$ cat src/rtl/aes_pkg.sv
// Shared AES constants and types: state encoding, round count, Rcon table and S-box.
package aes_pkg;

  typedef logic [0:127] block_t;

  typedef enum logic [1:0] {
    StIdle,
    StExpand,
    StDone
  } state_e;

  localparam int unsigned AES_NR = 10;

  localparam logic [1:10][7:0] RCON = {
    8'h01, 8'h02, 8'h04, 8'h08, 8'h10, 8'h20, 8'h40, 8'h80, 8'h1b, 8'h36
  };

  // Ascending outer dimension: the first byte of the literal is S-box entry 0.
  localparam logic [0:255][7:0] SBOX = {
    128'h637c777bf26b6fc53001672bfed7ab76,
    128'hca82c97dfa5947f0add4a2af9ca472c0,
    128'hb7fd9326363ff7cc34a5e5f171d83115,
    128'h04c723c31896059a071280e2eb27b275,
    128'h09832c1a1b6e5aa0523bd6b329e32f84,
    128'h53d100ed20fcb15b6acbbe394a4c58cf,
    128'hd0efaafb434d338545f9027f503c9fa8,
    128'h51a3408f929d38f5bcb6da2110fff3d2,
    128'hcd0c13ec5f974417c4a77e3d645d1973,
    128'h60814fdc222a908846eeb814de5e0bdb,
    128'he0323a0a4906245cc2d3ac629195e479,
    128'he7c8376d8dd54ea96c56f4ea657aae08,
    128'hba78252e1ca6b4c6e8dd741f4bbd8b8a,
    128'h703eb5664803f60e613557b986c11d9e,
    128'he1f8981169d98e949b1e87e9ce5528df,
    128'h8ca1890dbfe6426841992d0fb054bb16
  };

  // Counter values outside 1..10 never reach the table.
  function automatic logic [7:0] rcon_get(logic [3:0] r);
    if (r >= 4'd1 && r <= 4'd10) begin
      return RCON[r];
    end
    return 8'h00;
  endfunction

endpackage

$ cat src/rtl/aes_key_expand_if.sv
// Key-schedule bus between the requester/datapath and the expander.
// Optional round-key stream signals exist only with AES_KEY_EXPAND_STREAM_EN.
interface aes_key_expand_if;
  import aes_pkg::*;

  logic   start;
  block_t cipher_key;
  logic   busy;
  logic   done;
  logic   keys_valid;
  block_t main_key;
  block_t key_round_1, key_round_2, key_round_3, key_round_4, key_round_5;
  block_t key_round_6, key_round_7, key_round_8, key_round_9, key_round_10;
`ifdef AES_KEY_EXPAND_STREAM_EN
  logic       rk_valid;
  logic [3:0] rk_index;
  block_t     rk_data;
`endif

  modport master (
    output start, cipher_key,
    input  busy, done, keys_valid, main_key,
    input  key_round_1, key_round_2, key_round_3, key_round_4, key_round_5,
    input  key_round_6, key_round_7, key_round_8, key_round_9, key_round_10
`ifdef AES_KEY_EXPAND_STREAM_EN
    , input rk_valid, rk_index, rk_data
`endif
  );

  modport slave (
    input  start, cipher_key,
    output busy, done, keys_valid, main_key,
    output key_round_1, key_round_2, key_round_3, key_round_4, key_round_5,
    output key_round_6, key_round_7, key_round_8, key_round_9, key_round_10
`ifdef AES_KEY_EXPAND_STREAM_EN
    , output rk_valid, rk_index, rk_data
`endif
  );

endinterface

$ cat src/rtl/aes_sbox.sv
// Combinational AES S-box byte lookup; shared with the encryption rounds.
module aes_sbox
  import aes_pkg::*;
(
  input  logic [7:0] data_i,
  output logic [7:0] data_o
);

  assign data_o = SBOX[data_i];

endmodule

$ cat src/rtl/aes_key_expand.sv
// Iterative AES-128 key schedule: one round key per clock after a start request.
// Optional feature macro AES_KEY_EXPAND_STREAM_EN adds the rk_valid/rk_index/rk_data stream.
module aes_key_expand
  import aes_pkg::*;
(
  input logic             clk,
  input logic             reset,
  aes_key_expand_if.slave bus
);

  state_e     state_q, state_d;
  logic [3:0] round_q, round_d;
  block_t     work_q, work_d;
  block_t     main_key_q, main_key_d;
  block_t     rk_q [1:AES_NR];
  block_t     rk_d [1:AES_NR];
  logic       done_q, done_d;
  logic       valid_q, valid_d;

  logic [31:0] w3_rot, w3_sub, t_word;
  logic [31:0] w0_n, w1_n, w2_n, w3_n;
  block_t      next_key;

  assign w3_rot = {work_q[104:127], work_q[96:103]};

  for (genvar i = 0; i < 4; i++) begin : g_subword
    aes_sbox u_sbox (
      .data_i(w3_rot[31-8*i -: 8]),
      .data_o(w3_sub[31-8*i -: 8])
    );
  end

  assign t_word   = w3_sub ^ {rcon_get(round_q), 24'h000000};
  assign w0_n     = work_q[0:31] ^ t_word;
  assign w1_n     = work_q[32:63] ^ w0_n;
  assign w2_n     = work_q[64:95] ^ w1_n;
  assign w3_n     = work_q[96:127] ^ w2_n;
  assign next_key = {w0_n, w1_n, w2_n, w3_n};

  always_comb begin
    state_d    = state_q;
    round_d    = round_q;
    work_d     = work_q;
    main_key_d = main_key_q;
    rk_d       = rk_q;
    done_d     = 1'b0;
    // The schedule becomes valid the cycle after the done pulse.
    valid_d    = valid_q | done_q;
    unique case (state_q)
      StIdle: begin
        if (bus.start) begin
          main_key_d = bus.cipher_key;
          work_d     = bus.cipher_key;
          valid_d    = 1'b0;
          round_d    = 4'd1;
          state_d    = StExpand;
        end
      end
      StExpand: begin
        work_d  = next_key;
        round_d = round_q + 4'd1;
        for (int unsigned k = 1; k <= AES_NR; k++) begin
          if (round_q == 4'(k)) rk_d[k] = next_key;
        end
        if (round_q == 4'(AES_NR)) begin
          round_d = 4'd0;
          state_d = StDone;
        end
      end
      StDone: begin
        done_d  = 1'b1;
        state_d = StIdle;
      end
      default: state_d = StIdle;
    endcase
  end

  always_ff @(posedge clk or negedge reset) begin
    if (!reset) begin
      state_q    <= StIdle;
      round_q    <= '0;
      work_q     <= '0;
      main_key_q <= '0;
      done_q     <= 1'b0;
      valid_q    <= 1'b0;
      for (int unsigned k = 1; k <= AES_NR; k++) rk_q[k] <= '0;
    end else begin
      state_q    <= state_d;
      round_q    <= round_d;
      work_q     <= work_d;
      main_key_q <= main_key_d;
      done_q     <= done_d;
      valid_q    <= valid_d;
      rk_q       <= rk_d;
    end
  end

  assign bus.busy         = (state_q != StIdle);
  assign bus.done         = done_q;
  assign bus.keys_valid   = valid_q;
  assign bus.main_key     = main_key_q;
  assign bus.key_round_1  = rk_q[1];
  assign bus.key_round_2  = rk_q[2];
  assign bus.key_round_3  = rk_q[3];
  assign bus.key_round_4  = rk_q[4];
  assign bus.key_round_5  = rk_q[5];
  assign bus.key_round_6  = rk_q[6];
  assign bus.key_round_7  = rk_q[7];
  assign bus.key_round_8  = rk_q[8];
  assign bus.key_round_9  = rk_q[9];
  assign bus.key_round_10 = rk_q[10];

`ifdef AES_KEY_EXPAND_STREAM_EN
  logic       rk_valid_q, rk_valid_d;
  logic [3:0] rk_index_q, rk_index_d;
  block_t     rk_data_q, rk_data_d;

  always_comb begin
    rk_valid_d = (state_q == StExpand);
    rk_index_d = rk_index_q;
    rk_data_d  = rk_data_q;
    if (state_q == StExpand) begin
      rk_index_d = round_q;
      rk_data_d  = next_key;
    end
  end

  always_ff @(posedge clk or negedge reset) begin
    if (!reset) begin
      rk_valid_q <= 1'b0;
      rk_index_q <= '0;
      rk_data_q  <= '0;
    end else begin
      rk_valid_q <= rk_valid_d;
      rk_index_q <= rk_index_d;
      rk_data_q  <= rk_data_d;
    end
  end

  assign bus.rk_valid = rk_valid_q;
  assign bus.rk_index = rk_index_q;
  assign bus.rk_data  = rk_data_q;
`endif

endmodule

$ cat src/flat_wrapper.sv
// flat-port wrapper written by rule: the top's interface ports become plain ports
module aes_key_expand_flat import aes_pkg::*;
  (clk, reset, bus_start, bus_cipher_key, bus_busy, bus_done, bus_keys_valid, bus_main_key, bus_key_round_1, bus_key_round_2, bus_key_round_3, bus_key_round_4, bus_key_round_5, bus_key_round_6, bus_key_round_7, bus_key_round_8, bus_key_round_9, bus_key_round_10);
  aes_key_expand_if bus_i ();
  input logic clk;
  input logic reset;
  input wire logic [$bits(bus_i.start)-1:0] bus_start;
  input wire logic [$bits(bus_i.cipher_key)-1:0] bus_cipher_key;
  output wire logic [$bits(bus_i.busy)-1:0] bus_busy;
  output wire logic [$bits(bus_i.done)-1:0] bus_done;
  output wire logic [$bits(bus_i.keys_valid)-1:0] bus_keys_valid;
  output wire logic [$bits(bus_i.main_key)-1:0] bus_main_key;
  output wire logic [$bits(bus_i.key_round_1)-1:0] bus_key_round_1;
  output wire logic [$bits(bus_i.key_round_2)-1:0] bus_key_round_2;
  output wire logic [$bits(bus_i.key_round_3)-1:0] bus_key_round_3;
  output wire logic [$bits(bus_i.key_round_4)-1:0] bus_key_round_4;
  output wire logic [$bits(bus_i.key_round_5)-1:0] bus_key_round_5;
  output wire logic [$bits(bus_i.key_round_6)-1:0] bus_key_round_6;
  output wire logic [$bits(bus_i.key_round_7)-1:0] bus_key_round_7;
  output wire logic [$bits(bus_i.key_round_8)-1:0] bus_key_round_8;
  output wire logic [$bits(bus_i.key_round_9)-1:0] bus_key_round_9;
  output wire logic [$bits(bus_i.key_round_10)-1:0] bus_key_round_10;
  assign bus_i.start = bus_start;
  assign bus_i.cipher_key = bus_cipher_key;
  assign bus_busy = bus_i.busy;
  assign bus_done = bus_i.done;
  assign bus_keys_valid = bus_i.keys_valid;
  assign bus_main_key = bus_i.main_key;
  assign bus_key_round_1 = bus_i.key_round_1;
  assign bus_key_round_2 = bus_i.key_round_2;
  assign bus_key_round_3 = bus_i.key_round_3;
  assign bus_key_round_4 = bus_i.key_round_4;
  assign bus_key_round_5 = bus_i.key_round_5;
  assign bus_key_round_6 = bus_i.key_round_6;
  assign bus_key_round_7 = bus_i.key_round_7;
  assign bus_key_round_8 = bus_i.key_round_8;
  assign bus_key_round_9 = bus_i.key_round_9;
  assign bus_key_round_10 = bus_i.key_round_10;
  aes_key_expand u_core (.clk(clk), .reset(reset), .bus(bus_i));
endmodule
$ cat config.mk
export PLATFORM = sky130hd
export DESIGN_NAME = aes_key_expand_flat
export DESIGN_NICKNAME = d
export VERILOG_FILES = /design/src/rtl/aes_pkg.sv /design/src/rtl/aes_key_expand_if.sv /design/src/rtl/aes_sbox.sv /design/src/rtl/aes_key_expand.sv /design/src/flat_wrapper.sv
export SDC_FILE = /design/constraint.sdc
export NUM_CORES = 2
export LEC_CHECK = 0
export ABC_AREA = 1
export CAP_MARGIN = 15
export CORE_AREA = 5 5 601 603
export CTS_BUF_LIST = sky130_fd_sc_hd__clkbuf_16
export CTS_CLUSTER_SIZE = 8
export DETAILED_ROUTE_END_ITERATION = 8
export DIE_AREA = 0 0 606 608
export PLACE_DENSITY_LB_ADDON = 0.25
export SYNTH_ARGS = -nofsm -noshare
export SYNTH_HDL_FRONTEND = slang
export SYNTH_SLANG_ARGS = --single-unit
$ cat constraint.sdc
create_clock -name clk -period 3.47 [get_ports clk]
set_input_delay 0.8675 -clock clk [delete_from_list [all_inputs] [get_ports clk]]
set_output_delay 0.8675 -clock clk [all_outputs]
set_load 0.005 [all_outputs]
# After elaboration in Yosys (flattened, before gate mapping)

Memory sizes are Yosys's and may differ from the RTL's.
Index checks and enable logic that the tools add are counted.

Register bits: 1,544
ROM bits: 8,320
Input port bits: 131
Output and inout port bits: 1,411
Logic and storage cells: 95
Memories: 5

Memories:

| name             | depth | bits a word | read ports | clocked after Yosys merged registers in | write ports | line          | RTL |
|---|---|---|---|---|---|---|---|
| (name not given) | 256   | 8           | 1          | 0                                       | 0           | aes_sbox.sv:9 | `assign data_o = SBOX[data_i];` |
| (name not given) | 256   | 8           | 1          | 0                                       | 0           | aes_sbox.sv:9 |  |
| (name not given) | 256   | 8           | 1          | 0                                       | 0           | aes_sbox.sv:9 |  |
| (name not given) | 256   | 8           | 1          | 0                                       | 0           | aes_sbox.sv:9 |  |
| (name not given) | 16    | 8           | 1          | 0                                       | 0           | aes_pkg.sv:41 | `return RCON[r];` |

Add/sub/neg operators: 1
$lt $le $gt $ge: 7
Equal/unequal tests: 14
Mux-type cells: 24
Bitwise logic cells: 11
Reductions and logical operators: 17

Operators by type and width:

| operator                                            | count |
|---|---|
| one-hot mux 128 bit (2 select lines)                | 1 |
| bitwise XOR 32 bit                                  | 5 |
| 2-to-1 mux 128 bit                                  | 1 |
| 2-to-1 mux 8 bit                                    | 12 |
| >= comparator 9 bit, second input constant          | 4 |
| NOT 8 -> 9 bit                                      | 4 |
| AND reduction 2 bit                                 | 13 |
| == test 4 x 3 -> 1 bit, second input constant       | 4 |
| == test 4 bit, second input constant                | 3 |
| == test 4 x 2 -> 1 bit, second input constant       | 2 |
| 2-to-1 mux 4 bit                                    | 2 |
| one-hot mux 4 bit (2 select lines)                  | 1 |
| >= comparator 5 bit, second input constant          | 1 |
| NOT 4 -> 5 bit                                      | 1 |
| adder 4 x 1 -> 4 bit, second input constant         | 1 |
| == test 4 x 1 -> 1 bit, second input constant       | 1 |
| >= comparator 4 x 1 -> 1 bit, second input constant | 1 |
| <= comparator 4 bit, second input constant          | 1 |
| 2-to-1 mux 1 bit                                    | 4 |
| 2-to-1 mux 2 bit                                    | 2 |
| one-hot mux 2 bit (2 select lines)                  | 1 |
| nonzero test 2 bit                                  | 2 |
| == test 2 x 1 -> 1 bit, second input constant       | 1 |
| == test 2 bit, second input constant                | 1 |
| 5 further kinds                                     | 5 |

# Depth between registers and ports, before layout

Word-level depth: 12
Mapped depth: 23
Depth with buffers taken out: 21

# Hierarchy

A second synthesis with hierarchy kept.

Cell total of the unflattened synthesis: 8,557
Area, all modules: 70,258.6 um^2

Modules (own cells, without submodules):

| module                                     | instances | cells each | area each (um^2) | sequential area each (um^2) |
|---|---|---|---|---|
| aes_key_expand                             | 1         | 6,000      | 57,890.5         | 38,637.1 |
| aes_sbox at u_core.g_subword[1].u_sbox ... | 3         | 635        | 3,093.0          | 0.0 |
| aes_sbox at u_core.g_subword[0].u_sbox     | 1         | 652        | 3,089.2          | 0.0 |

# Least setup slack after synthesis

No wires, ideal clock.

Path type: reg-to-reg
Start: reg u_core.work_q[9]
End: reg u_core.work_q[18]
Library setup time: 0.117 ns
Arrival: 2.692 ns
Required time: 3.353 ns
Setup slack: 0.661 ns
Stages on the path, launching flop included: 19
Path buffers: 2
Clock period less this slack: 2.809 ns
Cells stage by stage: dfrtp_1 > inv_2 > ha_1 > buf_2 > a21oi_1 > nand2_1 > nand3_1 > nand3_1 > nand3_1 > nand3_1 > nand2_1 > nand2_2 > nand3_2 > nand3_2 > nand2_1 > nand2_1 > buf_2 > nand3_1 > nand2_1

Cells in the longest elaborated chain, start to end: 10

RTL lines:

| item                                                 | line                 | RTL |
|---|---|---|
| from (decl)                                          | aes_key_expand.sv:13 | `block_t work_q, work_d;` |
| from (signal assigned)                               | aes_key_expand.sv:90 | `work_q <= work_d;` |
| NOT 8 -> 9 bit (not written as such)                 | aes_sbox.sv:9        |  |
| memory read (256 x 8 bit)                            | n/a                  |  |
| 2-to-1 mux 8 bit (not written as such) (2 in series) | aes_sbox.sv:9        |  |
| bitwise XOR 32 bit                                   | aes_key_expand.sv:33 | `assign t_word = w3_sub ^ {rcon_get(round_q), 24'h000000};` |
| bitwise XOR 32 bit                                   | aes_key_expand.sv:34 | `assign w0_n = work_q[0:31] ^ t_word;` |
| bitwise XOR 32 bit                                   | aes_key_expand.sv:35 | `assign w1_n = work_q[32:63] ^ w0_n;` |
| bitwise XOR 32 bit                                   | aes_key_expand.sv:36 | `assign w2_n = work_q[64:95] ^ w1_n;` |
| bitwise XOR 32 bit                                   | aes_key_expand.sv:37 | `assign w3_n = work_q[96:127] ^ w2_n;` |
| one-hot mux 128 bit (2 select lines)                 | aes_key_expand.sv:49 | `unique case (state_q)` |

Every way passes these cells. The select of a mux whose other input is x is not followed.
A chain may end at the register's enable or synchronous reset.

# Worst setup path after layout

Start: reg u_core.work_q[27]
End: reg u_core.rk_q (netlist bit u_core.bus.key_round_5[6])

Cells in the longest elaborated chain, start to end: 9

RTL lines:

| item                                                 | line                 | RTL |
|---|---|---|
| NOT 8 -> 9 bit (not written as such)                 | aes_sbox.sv:9        |  |
| memory read (256 x 8 bit)                            | n/a                  |  |
| 2-to-1 mux 8 bit (not written as such) (2 in series) | aes_sbox.sv:9        |  |
| bitwise XOR 32 bit                                   | aes_key_expand.sv:33 |  |
| bitwise XOR 32 bit                                   | aes_key_expand.sv:34 |  |
| bitwise XOR 32 bit                                   | aes_key_expand.sv:35 |  |
| bitwise XOR 32 bit                                   | aes_key_expand.sv:36 |  |
| bitwise XOR 32 bit                                   | aes_key_expand.sv:37 |  |
| to (signal assigned)                                 | aes_key_expand.sv:94 | `rk_q <= rk_d;` |
| to (decl)                                            | aes_key_expand.sv:15 | `block_t rk_q [1:AES_NR];` |

Every way passes these cells. The select of a mux whose other input is x is not followed.

==> summary by stage <==
Route
Summed over all layers, the routed wires come to 509 mm. The remaining antenna violation count is 0. For this run, the detailed router's first-pass iteration total came to 6. The average via count per standard cell is 4.72. The starting DRC count in detailed routing is 7,719. The detailed router placed 73,139 vias in this run.

The per-cell routed wire length is 32.9 um. In the routed design, unresolved DRC markers number 0.

Synthesis
Yosys printed 0 warnings. The largest total area in the synthesized netlist belongs to dfrtp_1. The number of nets in the synthesized netlist is 8,949. The synthesized netlist occupies a cell area of 71,400 sq um. Synthesis instantiated 35 different standard cells from the library. The top cell type by area accounts for 54.1% of the synthesized area. Sorting the synthesized cells by area gives the leading types as dfrtp_1 54%, nand2_1 15%, nand3_1 11%. The flip-flop and latch count after synthesis is 1,544. The post-synthesis average cell area is 8.16 sq um. The share of the yosys chip area belonging to registers is 54.1%. The number of instances in the synthesized netlist is 8,756.

STA
Measured against its own limit, the worst slew margin works out to 22.5%. The max-slew violation total from the final report was 0. The final hold violation count is 0. The setup violation total in the final timing report is 0. The final hold slack is 0.476 ns. The actual slew at the worst max-slew pin is 1.16 ns.

The time the final worst path needs with I/O delays and setup is 3.35 ns. Across the routed clock network, the largest skew measured is 0.0893 ns. Dividing the final minimum period by the clock period gives 96.5%. Static timing analysis puts the maximum clock frequency at 299 MHz. Setup repair after global routing could not meet its margin everywhere.

Min path
The number of cells traversed by the worst hold path is 2. The end of the worst hold path is u_core.bus.key_round_1[18]$_DFFE_PN0P_. In this run the worst hold path is classified as flip-flop to flip-flop.

In this run the most critical hold path is launched from u_core.bus.key_round_1[18]$_DFFE_PN0P_.

Floorplan
The die area is 368,000 sq um. For this design the top-level I/O count stands at 1,542. The floorplan die width is 606 um. The area of the core is 355,000 sq um. For this configuration, the core starts out at a cell density of 20.1%.

The die is 608 um tall. The number of placement rows is 219.

Critical path
For the worst setup path, the data required time is 4.22 ns. The data arrival at the endpoint of the critical path is 4.10 ns. The endpoint of the worst register-to-register path is u_core.bus.key_round_5[6]$_DFFE_PN0P_.

Setup slack on the worst reg-to-reg path comes out at 0.12 ns. The start-to-end type of the worst setup path is flip-flop to flip-flop. The launching element type of the critical path is a flip-flop. Measured in cells, the most critical reg-to-reg path has a length of 17. In this run the critical register-to-register path is launched from u_core.work_q[27]$_DFFE_PN0P_. The type of destination of the critical path is a flip-flop. The largest fanout on the critical path is 25.

Clock tree
The clock latency at the later pin of the worst-skew pair is 0.96 ns. The number of H-tree levels is 4. The CTS tree is built. The number of setup buffers added after CTS is 0. The clock net in this run drives a total of 1,544 sinks. The buffer levels on the longest clock path is 4.

Clock tree synthesis selected as its root buffer the cell clkbuf_16. In this run, CTS created clock tree buffers numbering 221. After clock tree synthesis, the clock-pin slew on the worst setup and hold paths is 0.05 ns.

Global route
The global routing usage summed across all routing layers is 26.6%. The number of antenna violations at the first check in global routing is 60. The wire length of the first global-routing pass is 677 mm.

Entering global routing, the biggest net connects 127 pins. Summed over all layers, the global routing overflow is 0. The via count of the first global-routing pass is 71,641.

Status
The flow ran to the end, and the final reports show no timing, DRC or antenna violations.

Final layout
The area added between synthesis and finish is 48.0%. The post-route netlist has 12.4% of its cells at a drive strength greater than 1. The fill cell total of the finished layout is 37,917. The number of nets in the final layout is 10,873.

Job
Max-cap violations in this run came to 0.

Place
Input and output buffers added on the ports amount to 1,541. The half-perimeter wire length of the detailed placement result is 387 mm. The final weighted congestion of routability-driven global placement is 0.983.
-- cell type report --
class,count,area [sq um],area share (%)
Antenna cell,33,82.6,0.0781
Inverter,399,1590,1.50
Multi-Input combinational cell,6150,28700,27.2
Sequential cell,1544,38600,36.6
Timing Repair Buffer,2364,24700,23.4
Tap cell,4751,5940,5.62
Clock buffer,223,5580,5.28
Clock inverter,35,433,0.410
-- worst max-delay path by stage --
stage                                              end                     startpoint  cells past startpoint  slack [ns]
2_1_floorplan            u_core.work_q[18]$_DFFE_PN0P_   u_core.work_q[9]$_DFFE_PN0P_                     18        0.66
3_3_place_gp    u_core.bus.key_round_7[12]$_DFFE_PN0P_   u_core.work_q[1]$_DFFE_PN0P_                     20       -0.11
3_5_place_dp   u_core.bus.key_round_9[108]$_DFFE_PN0P_   u_core.work_q[0]$_DFFE_PN0P_                     15       -0.08
4_1_cts         u_core.bus.key_round_2[30]$_DFFE_PN0P_  u_core.work_q[16]$_DFFE_PN0P_                     23       0.005
5_1_grt         u_core.bus.key_round_8[28]$_DFFE_PN0P_  u_core.work_q[16]$_DFFE_PN0P_                     18       -0.01
6_report         u_core.bus.key_round_5[6]$_DFFE_PN0P_  u_core.work_q[27]$_DFFE_PN0P_                     17        0.12
-- registers in the layout, indices dropped and copies added, names as in the netlist --
register	flops
u_core.bus.main_key	128
u_core.bus.key_round_7	128
u_core.bus.keys_valid	1
u_core.bus.done	1
u_core.bus.key_round_10	128
u_core.state_q	2
u_core.bus.key_round_9	128
u_core.bus.key_round_8	128
u_core.round_q	4
u_core.bus.key_round_1	128
u_core.bus.key_round_4	128
u_core.work_q	128
u_core.bus.key_round_5	128
u_core.bus.key_round_3	128
u_core.bus.key_round_2	128
u_core.bus.key_round_6	128
-- cells in the final DEF, fill, tap and decap left out, types with 9 or more instances in the layout --
cell type	instances
a21oi_1	107
buf_12	246
buf_4	575
clkbuf_16	223
clkdlybuf4s50_1	1540
clkinv_1	14
dfrtp_1	1537
diode_2	33
ha_1	54
inv_1	356
inv_2	30
inv_8	9
nand2_1	2815
nand2_2	89
nand3_1	1589
nand3_2	69
nand4_1	10
nor2_1	138
nor2_2	13
nor2_4	10
o211ai_1	13
o21ai_0	1013
o21ai_1	54
o21bai_1	28
o221ai_1	64
o22ai_1	38
-- per-layer routing --
metal	up-vias	routed length [um]	share of wire (%)	track usage (%)
met5	-	140	0.027	0
met4	20	34500	6.8	15.1
met3	725	38300	7.5	6.32
met2	3214	238000	47	43.7
met1	36439	198000	39	31.9
li1	32741	-	-	-
-- worst max-delay path, stage by stage (launching register included) --
cell     delay (ns)
dfrtp_4        0.58
inv_4          0.21
buf_4          0.36
nand3_1        0.22
nand3_1        0.16
nand3_1        0.08
nand3_1        0.19
nand3_1        0.15
buf_4          0.22
nand2_1        0.08
nand2_1        0.08
nand3_2        0.07
nand3_1        0.13
nand2_2        0.16
nand2_2        0.08
buf_12         0.16
nand3_1        0.12
nand2_1        0.07
-- kinds of logic (layout without fill, tap and decap cells) --
| kind of cell | after synthesis | count (layout) | share of synthesized area [%] |
|---|---|---|---|
| AO/OA/AOI/OAI | 1324 | 1324 | 9.85 |
| XOR/XNOR | 8 | 8 | 0.0981 |
| adder cells (fa/ha/maj) | 62 | 62 | 1.09 |
| buffers and inverters | 1062 | 3021 | 6.46 |
| flip-flops | 1544 | 1544 | 54.1 |
| other | 0 | 33 | 0 |
| AND/OR/NAND/NOR | 4756 | 4756 | 28.4 |
-- cell usage after synthesis --
| master | count |
|---|---|
| a21oi_1 | 109 |
| a21oi_2 | 3 |
| a31oi_1 | 1 |
| buf_1 | 37 |
| buf_2 | 167 |
| buf_4 | 61 |
| buf_6 | 22 |
| clkbuf_1 | 361 |
| clkbuf_2 | 15 |
| clkinv_1 | 4 |
| dfrtp_1 | 1544 |
| ha_1 | 62 |
| inv_1 | 369 |
| inv_2 | 24 |
| inv_4 | 2 |
| nand2_1 | 2868 |
| nand2_2 | 42 |
| nand2_4 | 2 |
| nand3_1 | 1632 |
| nand3_2 | 28 |
| nand3_4 | 2 |
| nand3b_1 | 8 |
| nand4_1 | 10 |
| nor2_1 | 153 |
| nor2_2 | 8 |
| nor3_2 | 1 |
| o211ai_1 | 13 |
| o21ai_0 | 1015 |
| o21ai_1 | 52 |
| o21bai_1 | 28 |
| o221ai_1 | 64 |
| o22ai_1 | 38 |
| o32ai_1 | 1 |
| or2_2 | 2 |
| xor2_1 | 8 |
-- through the flow --
stage	utilization, %	setup TNS, ns	instance area, sq um	setup slack [ns]	instances
after detailed placement	28.0	-2.05	99300	-0.0795	15207
after floorplan	-	0	71400	0.661	8756
final	29.8	0	106000	0.123	15499
after global routing	29.8	-0.0534	106000	-0.0146	15472
after CTS	29.7	0	105000	0.00509	15466
after global placement	28.0	-2.41	99300	-0.108	15207
-- repair_timing --
| item | CTS | global route |
|---|---|---|
| hold endpoints to repair | 29 | 0 |
| endpoints found under the setup margin | 37 | 385 |
| pin swaps | 0 | 3 |
| resized for setup | 3 | 75 |
| hold buffers | 1 | 0 |
Power is not shown: default switching activity piles up to over one toggle a cycle in this logic, so the estimate is an artifact.
